==> config.mk <==
export PLATFORM = sky130hd
export DESIGN_NAME = motoro3_step_sequencer
export DESIGN_NICKNAME = d
export VERILOG_FILES = /design/src/rtl/motoro3_pkg.sv /design/src/rtl/motoro3_step_cnt.sv /design/src/rtl/motoro3_step_sequencer.sv
export SDC_FILE = /design/constraint.sdc
export NUM_CORES = 1
export LEC_CHECK = 0
export BUFFER_PORTS_ARGS = -buffer_cell sky130_fd_sc_hd__buf_2
export CORE_MARGIN = 3
export CORE_UTILIZATION = 30
export CTS_BUF_LIST = sky130_fd_sc_hd__clkbuf_16
export DETAILED_ROUTE_END_ITERATION = 8
export SETUP_SLACK_MARGIN = 0.5
export SLEW_MARGIN = 20
export SYNTH_ARGS = -nofsm -noshare
export SYNTH_HDL_FRONTEND = slang
export SYNTH_HIERARCHICAL = 1
export SYNTH_SLANG_ARGS = --single-unit
==> constraint.sdc <==
create_clock -name clk -period 5.6 [get_ports clk]
set_input_delay 0.84 -clock clk [delete_from_list [all_inputs] [get_ports clk]]
set_output_delay 0.84 -clock clk [all_outputs]
set_load 0.01 [all_outputs]
==> src/rtl/motoro3_pkg.sv <==
// motoro3_pkg: constants and FSM encoding shared by the step sequencer and
// the PWM generator's step decodes.
//   m3State_t  sequencer FSM state encoding
//   STEP_NUM   steps per electrical cycle
//   IDLE_STEP  sgStep value while not sequencing (generator decodes as no-active)
//   MIN_LEN    minimum step length in clocks
package motoro3_pkg;

    typedef enum logic [1:0] {
        IDLE      = 2'd0,
        LOAD      = 2'd1,
        RUN       = 2'd2,
        STOP_PEND = 2'd3
    } m3State_t;

    localparam int         STEP_NUM  = 12;
    localparam logic [3:0] IDLE_STEP = 4'd15;
    localparam int         MIN_LEN   = 4;

endpackage

==> src/rtl/motoro3_step_cnt.sv <==
// motoro3_step_cnt: per-step clock counter with step-length latch/clamp,
// position-increment latch and registered boundary strobes.
// All flops update on negedge clk; nRst is asynchronous, active-low.
// Ports:
//   clk, nRst     clock / reset
//   start         sequencing begins on this edge (LOAD -> RUN)
//   stay          sequencing continues across this edge
//   stepLen       programmed step length (clamped to MIN_LEN when latched)
//   lenPosIn      programmed position increment
//   m3cnt         clock index within the current step
//   pwmLENpos     increment latched for the current step
//   first2/first1/last2/last1  strobes for m3cnt == 0 / 1 / len-2 / len-1
//   wrap          current clock is the last of the step
module motoro3_step_cnt
    import motoro3_pkg::*;
#(
    parameter int CNT_W = 25
) (
    input  logic             clk,
    input  logic             nRst,
    input  logic             start,
    input  logic             stay,
    input  logic [CNT_W-1:0] stepLen,
    input  logic [15:0]      lenPosIn,
    output logic [CNT_W-1:0] m3cnt,
    output logic [15:0]      pwmLENpos,
    output logic             first2,
    output logic             first1,
    output logic             last2,
    output logic             last1,
    output logic             wrap
);

    logic [CNT_W-1:0] len;
    logic [CNT_W-1:0] lenClamped;
    logic [CNT_W-1:0] cntNext;
    logic [CNT_W-1:0] lenNext;
    logic [15:0]      posNext;
    logic             act;

    // last1 is only ever set while sequencing, so it doubles as the wrap flag.
    assign wrap = last1;

    always_comb begin
        lenClamped = (stepLen < CNT_W'(MIN_LEN)) ? CNT_W'(MIN_LEN) : stepLen;
        act        = start | stay;
        // Leaving the sequence puts everything back to its reset value.
        cntNext    = '0;
        lenNext    = CNT_W'(MIN_LEN);
        posNext    = '0;
        if (start) begin
            lenNext = lenClamped;
            posNext = lenPosIn;
        end else if (stay) begin
            if (last1) begin
                // Config is only sampled here, so a step never mixes settings.
                lenNext = lenClamped;
                posNext = lenPosIn;
            end else begin
                cntNext = m3cnt + CNT_W'(1);
                lenNext = len;
                posNext = pwmLENpos;
            end
        end
    end

    // Strobes decode the next-state count so they line up with m3cnt.
    always_ff @(negedge clk or negedge nRst) begin
        if (!nRst) begin
            m3cnt     <= '0;
            len       <= CNT_W'(MIN_LEN);
            pwmLENpos <= '0;
            first2    <= 1'b0;
            first1    <= 1'b0;
            last2     <= 1'b0;
            last1     <= 1'b0;
        end else begin
            m3cnt     <= cntNext;
            len       <= lenNext;
            pwmLENpos <= posNext;
            first2    <= act && (cntNext == CNT_W'(0));
            first1    <= act && (cntNext == CNT_W'(1));
            last2     <= act && (cntNext == lenNext - CNT_W'(2));
            last1     <= act && (cntNext == lenNext - CNT_W'(1));
        end
    end

endmodule

==> src/rtl/motoro3_step_sequencer.sv <==
// motoro3_step_sequencer: 12-step commutation sequencer feeding
// motoro3_pwm_generator. Runs the IDLE/LOAD/RUN/STOP_PEND FSM, the step
// index and the electrical-cycle counter; the per-step counter, length clamp
// and strobes live in motoro3_step_cnt.
// All flops update on negedge clk; nRst is asynchronous, active-low.
// Ports:
//   clk, nRst                     clock / reset
//   m3r_run                       1 = run, 0 = stop at end of step 11
//   m3r_stepLen, m3r_pwmLENpos    step config, latched at step boundaries
//   pwmActive1                    high while sequencing
//   sgStep                        current step 0..11, or IDLE_STEP
//   m3cnt                         clock index within the step
//   m3cntFirst2/First1/Last2/Last1  step-boundary strobes
//   pwmLENpos                     latched increment for the current step
//   cycleCnt                      completed electrical cycles (wraps)
//   busy                          FSM not idle
//   dbgState                      FSM state (m3State_t encoding)
module motoro3_step_sequencer
    import motoro3_pkg::*;
#(
    parameter int CNT_W = 25
) (
    input  logic             clk,
    input  logic             nRst,
    input  logic             m3r_run,
    input  logic [CNT_W-1:0] m3r_stepLen,
    input  logic [15:0]      m3r_pwmLENpos,
    output logic             pwmActive1,
    output logic [3:0]       sgStep,
    output logic [CNT_W-1:0] m3cnt,
    output logic             m3cntFirst2,
    output logic             m3cntFirst1,
    output logic             m3cntLast2,
    output logic             m3cntLast1,
    output logic [15:0]      pwmLENpos,
    output logic [15:0]      cycleCnt,
    output logic             busy,
    output logic [1:0]       dbgState
);

    m3State_t state;
    m3State_t nextState;
    logic     curActive;
    logic     nextActive;
    logic     start;
    logic     stay;
    logic     wrap;
    logic     lastStep;

    assign lastStep = (sgStep == 4'(STEP_NUM - 1));
    assign busy     = (state != IDLE);
    assign dbgState = state;

    always_comb begin
        nextState = state;
        case (state)
            IDLE:      if (m3r_run) nextState = LOAD;
            LOAD:      nextState = m3r_run ? RUN : IDLE;
            RUN:       if (!m3r_run) nextState = STOP_PEND;
            STOP_PEND: begin
                // A re-asserted run wins, even on the final boundary.
                if (m3r_run)               nextState = RUN;
                else if (wrap && lastStep) nextState = IDLE;
            end
            default:   nextState = IDLE;
        endcase
        curActive  = (state == RUN) || (state == STOP_PEND);
        nextActive = (nextState == RUN) || (nextState == STOP_PEND);
        start      = (state == LOAD) && nextActive;
        stay       = curActive && nextActive;
    end

    always_ff @(negedge clk or negedge nRst) begin
        if (!nRst) begin
            state      <= IDLE;
            sgStep     <= IDLE_STEP;
            pwmActive1 <= 1'b0;
            cycleCnt   <= '0;
        end else begin
            state      <= nextState;
            pwmActive1 <= nextActive;
            if (start) begin
                sgStep <= 4'd0;
            end else if (stay) begin
                if (wrap) sgStep <= lastStep ? 4'd0 : sgStep + 4'd1;
            end else begin
                sgStep <= IDLE_STEP;
            end
            // Counts on the final boundary whether or not a stop follows it.
            if (curActive && wrap && lastStep) cycleCnt <= cycleCnt + 16'd1;
        end
    end

    motoro3_step_cnt #(
        .CNT_W (CNT_W)
    ) uStepCnt (
        .clk       (clk),
        .nRst      (nRst),
        .start     (start),
        .stay      (stay),
        .stepLen   (m3r_stepLen),
        .lenPosIn  (m3r_pwmLENpos),
        .m3cnt     (m3cnt),
        .pwmLENpos (pwmLENpos),
        .first2    (m3cntFirst2),
        .first1    (m3cntFirst1),
        .last2     (m3cntLast2),
        .last1     (m3cntLast1),
        .wrap      (wrap)
    );

endmodule
After elaboration in Yosys (flattened, before gate mapping)
Cells that the tools add are included.
Widths: inputs -> output; s select.
{"block": "totals", "ff_bits": 93, "in_bits": 44, "out_inout_bits": 69, "word_cells": 62}
{"block": "classes", "addsub": 5, "n_lt_le_gt_ge": 1, "eq_ne": 10, "n_mux": 20, "bitwise_logic": 1, "reduce_logical": 14}
{"op": "$mux 25", "count": 7}
{"op": "$eq 25x25->1", "count": 2}
{"op": "$mux 16", "count": 3}
{"op": "$add 25x1->25 const B", "count": 1}
{"op": "$eq 25x1->1 const B", "count": 1}
{"op": "$logic_not 25->1", "count": 1}
{"op": "$lt 25x3->1 const B", "count": 1}
{"op": "$sub 25x1->25 const B", "count": 1}
{"op": "$sub 25x2->25 const B", "count": 1}
{"op": "$add 16x1->16 const B", "count": 1}
{"op": "$mux 4", "count": 4}
{"op": "$mux 2", "count": 5}
{"op": "$logic_and 1x1->1", "count": 9}
{"op": "$eq 2x2->1 const B", "count": 4}
{"op": "$pmux 2 s4", "count": 1}
{"op": "$add 4x1->4 const B", "count": 1}
{"op": "$eq 4x4->1 const B", "count": 1}
{"op": "$ne 3x2->1 const B", "count": 1}
{"op": "$eq 2x1->1 const B", "count": 1}
{"op": "$logic_not 2->1", "count": 1}
{"op": "$logic_or 1x1->1", "count": 2}
{"op": "$reduce_bool 2->1", "count": 1}
{"op": "$or 1x1->1", "count": 1}

Logic depth before layout (Yosys ltp)
{"block": "logic_depth", "depth_word": 13, "mapped_depth": 19, "ltp_nobuf": 17}

By module
Netlist, hierarchy kept.
{"mod": "motoro3_step_cnt", "instances": 1, "cells_per_inst": 523, "area_each_um2": 4680.7, "seq_area_each_um2": 1752.9}
{"mod": "motoro3_step_sequencer", "instances": 1, "cells_per_inst": 105, "area_each_um2": 1138.6, "seq_area_each_um2": 580.6}

==> out/qor.csv <==
metric,value,unit
power density over the cells,162,nW/um2
synthesis warning total,6,
count of antenna diodes in the layout,0,
cell count after synthesis,628,
startpoint of the most critical register-to-register path,uStepCnt/last1,
post-place setup slack,-1.27,ns
TritonCTS Buffers,9,
"Net Count, Synth",677,
largest buffer count on any clock path,2,
number of detailed-routing iterations run before antenna repair,7,
number of slew-limit violations in the final report,0,
TritonCTS clock tree,yes,
Net Switching,326,uW
number of hold violations in the final report,0,
"leading cell type in the layout, fill and taps excluded",buf_4,
Detailed Route WL,19900,um
wire length of the first global-routing pass,31700,um
std cell rows,50,
pin slew with the least headroom to its limit,0.768,ns
"CTS clk-pin slew, worst paths",0.05,ns
detailed-route wire length per cell,16.8,um
area delta synth->final,51.9,%
DP HPWL,15300,um
top area cells in the synthesized netlist,"dfrtn_1 38%, xnor2_1 5.9%, a22o_1 4.5%, xor2_1 3.0%, nand2_1 2.9%",
DRC Markers,0,
Internal Power,1.10,mW
Synth Cell Area,5820,um2
power share of the clock group,48.2,%
clock skew after layout,0.0560,ns
combined area of the multi-input logic cells,3680,um2
number of flops mapped to enable cells by yosys,0,
final weighted congestion in routability-driven placement,0.973,
number of register bits inferred by synthesis,93,
max-capacitance violation count,0,
critical setup path kind,in2reg,
leakage dissipation,4.36,nW
result of the run,finished with violations,
unrepaired setup endpoints after global routing,true,
worst min-delay path category,reg2reg,
total setup violations reported at the end of the flow,2,
Avg Synthesized Cell Area,9.27,um2
data arrival time of the critical path,3.82,ns
Seq. cell area,2330,um2
distinct cell type count after synthesis,78,
most frequent cells in the layout,"180 x buf_4, 108 x buf_2, 88 x dfrtn_1, 43 x nand2_1, 41 x inv_1",
violations in the final reports,negative setup slack,
R2R setup slack,1.71,ns
Worst R2R Path Depth,16,
part of the Yosys area used for sequential elements,40.1,%
mean number of vias per cell,5.23,
worst IR drop on VDD,0.000108,V
proportion of total power due to net switching,22.8,%
Tot Pwr,1.43,mW
CTS sink count,93,
maximum number of pins on one net before global-route repair,35,
antenna violations before repair,1,
initial core utilization,30.8,%
fill cell instance count of the final layout,1813,
Slew headroom,48.3,%
1st-iter DRT viols,441,
number of nets in the finished design,965,
fraction of power consumed by sequential logic,47.3,%
full die area,21100,um2
total global routing overflow,0,
antenna violation net count after detailed routing,0,
area of all placed cells without fillers,8840,um2
worst hold slack,0.418,ns
top cell type by total area after synthesis,dfrtn_1,
Setup crit start,m3r_stepLen[5],
critical path required time,3.14,ns
highest net fanout along the worst path,4,
ratio of cells with drive above 1 in the final layout,43.5,%
Core Area,18900,um2
clock latency on the worst-skew pair,0.40,ns
dpl cells,1144,
total cell area at the placement stage,8040,um2
total global routing track utilization,18.5,%
I/O pin count,113,
chip height,145,um
Final Non-Filler Cells,1181,
Die X,145,um
Final TNS setup,-1.22,ns
endpoint class of the critical path,register,
number of buffers inserted by port buffering,112,
H-tree levels,3,
combinational cell fraction of total power,4.5,%
CP Capture Point,uStepCnt/last1,
ys async rst share,100,%
"Primary FF master, synth",dfrtn_1,
area share of the largest cell type after synthesis,37.8,%
via count of the first global-routing pass,5867,
smallest setup slack after layout,-0.688,ns
Clock Tree Root,clkbuf_16,
post-route core utilization,46.8,%
critical path startpoint category,primary input,
DR vias,6174,
reg-to-reg endpoint,uStepCnt/last1,
[critical path: stages]
cell       delay, ns
buf_2           0.12
buf_4           0.13
or3_1           0.38
o31ai_1         0.49
nand2_1         0.17
buf_4           0.17
a211o_1         0.38
or3_1           0.36
a211oi_2        0.25
o2111ai_2       0.17
a2111oi_2       0.37
[state kept, by name (all words and copies together) (netlist names)]
signal / count
uStepCnt/pwmLENpos: 16
uStepCnt/len: 25
uStepCnt/last1: 1
dbgState: 2
uStepCnt/first1: 1
uStepCnt/last2: 1
sgStep: 4
pwmActive1: 1
cycleCnt: 16
uStepCnt/first2: 1
uStepCnt/m3cnt: 25
[worst min path at each step]
stage                  from            to  slack [ns]  cells after the start
2_1_floorplan  cycleCnt[15]  cycleCnt[15]        0.45                      1
4_1_cts        cycleCnt[15]  cycleCnt[15]        0.42                      1
5_1_grt        cycleCnt[11]  cycleCnt[11]        0.46                      1
6_report       cycleCnt[15]  cycleCnt[15]        0.42                      1
3_5_place_dp   cycleCnt[15]  cycleCnt[15]        0.42                      1
3_3_place_gp   cycleCnt[15]  cycleCnt[15]        0.41                      1
[power groups by stage]
stage | logic (mW) | registers (mW) | clock network, mW
after detailed placement | 0.0600 | 0.688 | 0.00779
after global routing | 0.0699 | 0.676 | 0.732
final | 0.0640 | 0.676 | 0.690
after CTS | 0.0612 | 0.676 | 0.702
after floorplan | 0.00422 | 0.688 | 0.00779
after global placement | 0.0597 | 0.688 | 0.00779
[routing by layer]
layer  vias up  GRT usage, %  routed length (um)
met2       186          30.2                9460
met3        27          2.90                1040
met5         -             0                  13
met4         2          5.84                 460
li1       2933             -                   -
met1      3026          25.2                8890
[synth_stat cells, drive strengths merged (6+ instances only)]
library cell,number
nand3,28
nor2,40
o21ai,26
xor2,20
nor4,26
inv,37
a211oi,10
clkbuf,12
a22oi,7
or4,8
nand2,45
o22ai,7
dfrtn,88
nand4,17
buf,11
and2,9
xnor2,40
nand2b,7
and3,10
a21oi,13
mux2i,8
nor3,23
or3,8
and4,6
nor3b,6
a22o,30
[logic make-up after synthesis]
family	count (synthesis)	share of synthesized area (%)
muxes	9	1.57
AOI/OAI and AO/OA	146	18.8
xor gates and xnor gates	61	9.55
and+or+nand+nor	253	24.8
DFF	93	40.1
buffers and inverters	61	4.17
adders and majority gates	5	1.08
[area by class of cell]
class | instances | area share, %
Clock buffer | 9 | 2.55
Clock inverter | 12 | 1.30
Inverter | 36 | 1.54
Multi-Input combinational cell | 474 | 41.6
Sequential cell | 93 | 26.4
Tap cell | 260 | 3.68
Timing Repair Buffer | 297 | 22.9
[timing repair]
item / CTS / global route
setup buffers: 8 / 10
hold buffers: 0 / 0
resized for setup: 20 / 43
pin swaps: 6 / 16
endpoints found under the setup margin: 8 / 12
Note: power is estimated with default switching activity, not from simulation.
